[config.mk]
export PLATFORM = sky130hd
export DESIGN_NAME = mem_arbiter
export DESIGN_NICKNAME = d
export VERILOG_FILES = /design/src/rtl/mem_arbiter.sv
export SDC_FILE = /design/constraint.sdc
export NUM_CORES = 1
export LEC_CHECK = 0
export BUFFER_PORTS_ARGS = -buffer_cell sky130_fd_sc_hd__buf_2
export CELL_PAD_IN_SITES_DETAIL_PLACEMENT = 0
export CELL_PAD_IN_SITES_GLOBAL_PLACEMENT = 2
export CORE_MARGIN = 4
export CORE_UTILIZATION = 26
export CTS_BUF_LIST = sky130_fd_sc_hd__clkbuf_16
export DETAILED_ROUTE_END_ITERATION = 16
export PLACE_DENSITY = 0.77
export RECOVER_POWER = 100
export SLEW_MARGIN = 20
export SYNTH_ARGS = -nofsm -noshare
export SYNTH_HDL_FRONTEND = slang
export SYNTH_SLANG_ARGS = --single-unit
[constraint.sdc]
create_clock -name clk -period 2.5 [get_ports clk]
set_input_delay 0.5 -clock clk [delete_from_list [all_inputs] [get_ports clk]]
set_output_delay 0.5 -clock clk [all_outputs]
set_load 0.02 [all_outputs]
[src/rtl/mem_arbiter.sv]
// mem_arbiter: round-robin fetch/data arbiter sequencing single accesses to the unified memory.
// Word address 0 is rejected with an error response and never reaches the memory.
module mem_arbiter #(
    parameter int ADDR_W = 14,
    parameter int DATA_W = 16
) (
    input  logic              clk,
    input  logic              rst,
    input  logic              if_req_i,
    input  logic [ADDR_W-1:0] if_addr_i,
    output logic              if_gnt_o,
    output logic [DATA_W-1:0] if_rdata_o,
    output logic              if_rvalid_o,
    output logic              if_err_o,
    input  logic              dm_req_i,
    input  logic              dm_we_i,
    input  logic [ADDR_W-1:0] dm_addr_i,
    input  logic [DATA_W-1:0] dm_wdata_i,
    output logic              dm_gnt_o,
    output logic [DATA_W-1:0] dm_rdata_o,
    output logic              dm_rvalid_o,
    output logic              dm_err_o,
    output logic [ADDR_W-1:0] mem_addr_o,
    output logic [DATA_W-1:0] mem_wdata_o,
    output logic              mem_we_o,
    input  logic [DATA_W-1:0] mem_rdata_i
);
    typedef enum logic [1:0] {IDLE, ACCESS, DONE} state_t;
    state_t state_q, state_d;
    logic last_q, last_d, owner_q, owner_d, err_q, err_d, mem_we_q, mem_we_d;
    logic [ADDR_W-1:0] mem_addr_q, mem_addr_d;
    logic [DATA_W-1:0] mem_wdata_q, mem_wdata_d, if_rdata_q, if_rdata_d, dm_rdata_q, dm_rdata_d;
    logic gnt, pick_dm, done;
    logic [ADDR_W-1:0] req_addr;
    // last_q/owner_q: 1 = data port, 0 = fetch port
    assign gnt = state_q == IDLE && !rst && (if_req_i || dm_req_i);
    assign pick_dm = dm_req_i && (!if_req_i || !last_q);
    assign req_addr = pick_dm ? dm_addr_i : if_addr_i;
    assign done = state_q == DONE && !rst;
    assign if_gnt_o = gnt && !pick_dm;
    assign dm_gnt_o = gnt && pick_dm;
    assign if_rvalid_o = done && !owner_q;
    assign dm_rvalid_o = done && owner_q;
    assign if_err_o = if_rvalid_o && err_q;
    assign dm_err_o = dm_rvalid_o && err_q;
    assign if_rdata_o = if_rdata_q;
    assign dm_rdata_o = dm_rdata_q;
    assign mem_addr_o = mem_addr_q;
    assign mem_wdata_o = mem_wdata_q;
    assign mem_we_o = mem_we_q;
    always_comb begin
        state_d = state_q;
        last_d = last_q;
        owner_d = owner_q;
        err_d = err_q;
        mem_we_d = mem_we_q;
        mem_addr_d = mem_addr_q;
        mem_wdata_d = mem_wdata_q;
        if_rdata_d = if_rdata_q;
        dm_rdata_d = dm_rdata_q;
        case (state_q)
            IDLE: begin
                if (gnt) begin
                    owner_d = pick_dm;
                    last_d = pick_dm;
                    err_d = req_addr == '0;
                    state_d = req_addr == '0 ? DONE : ACCESS;
                    if (req_addr != '0) begin
                        mem_addr_d = req_addr;
                        mem_wdata_d = dm_wdata_i;
                        mem_we_d = pick_dm && dm_we_i;
                    end
                end
            end
            ACCESS: begin
                // mem_we_q still holds the latched store flag here
                if_rdata_d = !mem_we_q && !owner_q ? mem_rdata_i : if_rdata_q;
                dm_rdata_d = !mem_we_q && owner_q ? mem_rdata_i : dm_rdata_q;
                mem_we_d = 1'b0;
                state_d = DONE;
            end
            default: state_d = IDLE;
        endcase
    end
    always_ff @(posedge clk) begin
        if (rst) begin
            state_q <= IDLE;
            last_q <= 1'b1;
            owner_q <= 1'b0;
            err_q <= 1'b0;
            mem_we_q <= 1'b0;
            mem_addr_q <= '0;
            mem_wdata_q <= '0;
            if_rdata_q <= '0;
            dm_rdata_q <= '0;
        end else begin
            state_q <= state_d;
            last_q <= last_d;
            owner_q <= owner_d;
            err_q <= err_d;
            mem_we_q <= mem_we_d;
            mem_addr_q <= mem_addr_d;
            mem_wdata_q <= mem_wdata_d;
            if_rdata_q <= if_rdata_d;
            dm_rdata_q <= dm_rdata_d;
        end
    end
endmodule

* Word-level counts from Yosys, hierarchy flattened
Index checks and enable logic that the tools add are counted.
** Storage, ports and cells
- Output and inout port bits :: 69
- Word-level logic and storage cells :: 50
- Input port bits :: 65
- Bits in registers :: 68
** Operators by class
- Reduce and logical (&&, ||, !) cells :: 30
- Equality and inequality tests :: 4
- Multiplexer cells :: 7
** Operators by type and width (number)
- logical NOT 14 bit :: 1
- 2-to-1 mux 14 bit :: 1
- nonzero test 14 bit :: 1
- logical AND 1 bit :: 13
- logical NOT 1 bit :: 6
- AND reduction 2 bit :: 3
- AND reduction 3 bit :: 2
- 2-to-1 mux 2 bit :: 2
- one-hot mux 2 bit (2 select lines) :: 1
- == test 2 x 1 -> 1 bit (second input constant) :: 1
- == test 2 bit (second input constant) :: 1
- logical NOT 2 bit :: 1
- logical OR 1 bit :: 2
- 2-to-1 mux 1 bit :: 2
- inequality test 2 x 1 -> 1 bit (second input constant) :: 1
- inequality test 2 bit (second input constant) :: 1
- one-hot mux 1 bit (2 select lines) :: 1
- nonzero test 2 bit :: 1

* Longest topological paths before layout
- Depth in word-level cells :: 8
- Mapped depth :: 8
- Depth with buffers taken out :: 5

* Worst setup path before layout
Ideal clock, no wire load.
- Kind :: input port to output port
- Start point :: in dm_req_i
- End point :: out if_gnt_o
- Arrival time :: 1550 ps
- Stages on the path :: 4
- Buffers on the path :: 2
- Path slack :: 450 ps
- Cells stage by stage :: a21bo_2 buf_4 buf_1 and2_1
** On the way
- Longest elaborated chain between the ends :: 3
- Elaborated cells on any way between the ends :: 5
- Classes of those cells :: reduce/logical: 5
** Ends and longest elaborated chain
- from (decl) :: RTL line 15 : input logic dm_req_i,
- logical OR 1 bit / logical AND 1 bit (equally long branches) :: RTL line 36, 37
- logical AND 1 bit / logical NOT 1 bit (equally long branches) :: RTL line 36, 40
- logical AND 1 bit (*) :: RTL line 40 : assign if_gnt_o = gnt && !pick_dm;
- to (decl) :: RTL line 11 : output logic if_gnt_o,
Mark *: on every way between the ends. The rest lies on a longest branch, timed or not.

* Final worst setup path
- Start point :: in rst
- End point :: out dm_err_o
** On the way
- Longest elaborated chain between the ends :: 4
** Ends and longest elaborated chain
- from (decl) :: RTL line 8 : input logic rst,
- logical NOT 1 bit :: RTL line 39 : assign done = state_q == DONE && !rst;
- logical AND 1 bit :: RTL line 39
- logical AND 1 bit :: RTL line 43 : assign dm_rvalid_o = done && owner_q;
- logical AND 1 bit :: RTL line 45 : assign dm_err_o = dm_rvalid_o && err_q;
- to (decl) :: RTL line 22 : output logic dm_err_o,
No other way between the ends.

==> results by group <==
Drt
  • DR vias: 2656
  • Initial DRC count: 105
  • Initial DRT Pass Iterations: 4
  • Drt drc: 0
  • DR vias/cell: between 4 and 5
  • Final WL: 8820 um
  • Wire per inst: 14.8 um
  • Antenna-violating nets left: 0

STA
  • Relative slew slack: 0.308
  • Final Hold Fails: 0
  • Fmax: 440 MHz
  • Layout Skew: 0.00697 ns
  • Setup TNS: 0 ns
  • Final-report setup violation count: 0
  • Minimum clock period: 2.27 ns
  • Min Hold Slack: 0.423 ns
  • Fin crit share: 0.909
  • Fin. max-slew vios: 0
  • Worst-Margin Slew: 1.04 ns
  • RSZ-0062 raised after global routing: false

GRT
  • Gr ovfl total: 0
  • Overall Global Routing Usage: 0.134
  • Vias in the first global route: around 2700
  • First-pass GRT wire length: 13700 um
  • Initial antenna violation count: 1
  • Largest net degree at the start of global routing: 43

Min path
  • Hold Path Cell Cnt: 3
  • Hold WC Path Type: input port to register

Clock network
  • Worst skew pair latency: roughly 0.32 ns
  • Root Driver: clkbuf_16
  • Hold-fix buffer count after cts: 0
  • Sink Count: slightly below 70
  • Cts bufs inserted: 9
  • Max clock buf depth: 2
  • Setup repair bufs after CTS: 0
  • CTS resizes: 0
  • CTS tree: done
  • H-Tree Depth: 3
  • Clk slew on worst S/H paths: 0.06 ns

Setup path
  • Reg2Reg Depth: 5
  • Crit-path max FO: 24
  • Crit end category: output port
  • CP arrival: 1.77 ns
  • Reg2reg end: mem_addr_o[9]
  • Startpoint Class: input port
  • Crit path from: rst
  • Critical Path RT: 2.00 ns
  • R2R Setup Slk: 0.47 ns
  • WS Path Type: input port to output port
  • Worst setup endpoint: dm_err_o
  • R2r startpoint: state_q[1]

Logic synthesis
  • Synth Instances: roughly 320
  • Syn nets: 388
  • Post-synthesis cell area: around 2900 um^2
  • Synth warn: 0
  • Synth cell types: 35
  • Fraction of registers with async set/reset: 0
  • Syn Area/Cell: about 9.1 um^2
  • Sequential-to-total area share from yosys stat: 0.466
  • Number of enable flip-flop cells after synthesis: 0
  • #FFs+latches synth: 68
  • Primary FF master, synth: dfxtp_1

Floorplanning
  • Die area: 13000 um^2
  • Core area: 10900 um^2
  • Initial core utilization: 0.267
  • Die height: 114 um
  • Chip width: around 110 um
  • Num ports: 134
  • Rows: 38

Placement
  • Placed Cells: 581
  • DP Area: approximately 3700 um^2
  • HPWL Detailed: between 6000 and 7000 um
  • IO buf count: 133
  • GP Congestion: around 0.75

Run
  • Max-cap violations: 0

Power and ir drop
  • Max VDD drop: ~0.00027 V
  • Power Dens Cells: 755 nW/um^2
  • Leakage power: 1.58 nW

Final layout
  • Area delta synth->final: 29.9%
  • ANT cells: 0
  • Post-route insts no fill: 598
  • Post-route cell area: 3800 um^2
  • # fillers: 1234
  • Share of layout cells above drive strength 1: 0.210
  • Commonest non-fill, non-tap cell in the layout: nand2_1
  • Final #Nets: ~520
  • Most frequent cells in the layout: nand2_1 (83), dfxtp_1 (68), buf_2 (66), clkbuf_1 (66), a21oi_1 (34)

Run status
  • Status: finished, final reports clean
## state kept, by name, summed over array words and instances (netlist names)
name / flops
dm_rdata_o: 16
if_rdata_o: 16
mem_wdata_o: 16
mem_addr_o: 14
state_q: 2
err_q: 1
last_q: 1
mem_we_o: 1
owner_q: 1
## cell type report
type	instances	area [um^2]	share of cell area
multi-input combinational	215	1260	0.332
tap	140	175	0.0461
sequential	68	1360	0.358
clock buffer	9	225	0.0593
clock inverter	7	58.8	0.0155
timing repair buffer	142	653	0.172
inverter	17	63.8	0.0168
## through the flow
step           utilization  power, W  setup slack (ns)
4_1_cts              0.364   0.00296             0.294
2_1_floorplan            -   0.00154             0.450
3_3_place_gp         0.338   0.00173             0.185
5_1_grt              0.347   0.00301             0.113
6_report             0.347   0.00287             0.227
3_5_place_dp         0.338   0.00173            0.0913
## worst max-delay path, stage by stage
cell,delay [ns]
clkbuf_2,0.16
clkbuf_2,0.47
nor2_1,0.10
and3_1,0.22
and2_1,0.15
buf_2,0.16
## cells by family (layout without fill, tap and decap cells)
family / after synthesis / count (layout) / share of synthesized area
AO/OA/AOI/OAI: 56 / 56 / 0.162
multiplexers: 28 / 28 / 0.0958
buffers and inverters: 40 / 175 / 0.0659
flip-flops: 68 / 68 / 0.466
AND/OR/NAND/NOR: 131 / 131 / 0.211
## where the power goes
| part | internal (W) | switching [W] |
|---|---|---|
| sequential | 0.00116 | 0.0000475 |
| combinational | 0.000161 | 0.000285 |
| clock | 0.000757 | 0.000450 |
| total | 0.00208 | 0.000783 |
## layer usage
layer / wire length [um] / vias up / track usage / part of all wire
li1: - / 1349 / - / -
met1: 4110 / 1221 / 0.178 / 0.47
met2: 4080 / 76 / 0.213 / 0.46
met3: 539 / 8 / 0.0407 / 0.061
met4: 78 / 2 / 0.0380 / 0.0088
met5: 12 / - / 0 / 0.0014
## how the worst min path moves through the flow
| stage | slack [ns] | start | endpoint |
|---|---|---|---|
| after floorplan | 0.44 | last_q | last_q |
| after global placement | 0.44 | dm_rdata_o[9] | dm_rdata_o[9] |
| after detailed placement | 0.44 | if_rdata_o[13] | if_rdata_o[13] |
| after CTS | 0.41 | mem_rdata_i[0] | if_rdata_o[0] |
| after global routing | 0.42 | mem_rdata_i[2] | if_rdata_o[2] |
| final | 0.42 | mem_rdata_i[0] | if_rdata_o[0] |
## cell usage after synthesis (all sizes together), types with 4 or more instances
master,n,area [um^2]
nand2,83,312
dfxtp,68,1360
a21oi,34,170
mux2i,28,280
inv,17,63.8
o32ai,16,245
clkbuf,15,56.3
nand2b,15,93.8
nor2,11,41.3
buf,8,72.6
nor4,7,65.1
and2,4,25.0
(Power assumes the default switching activity.)
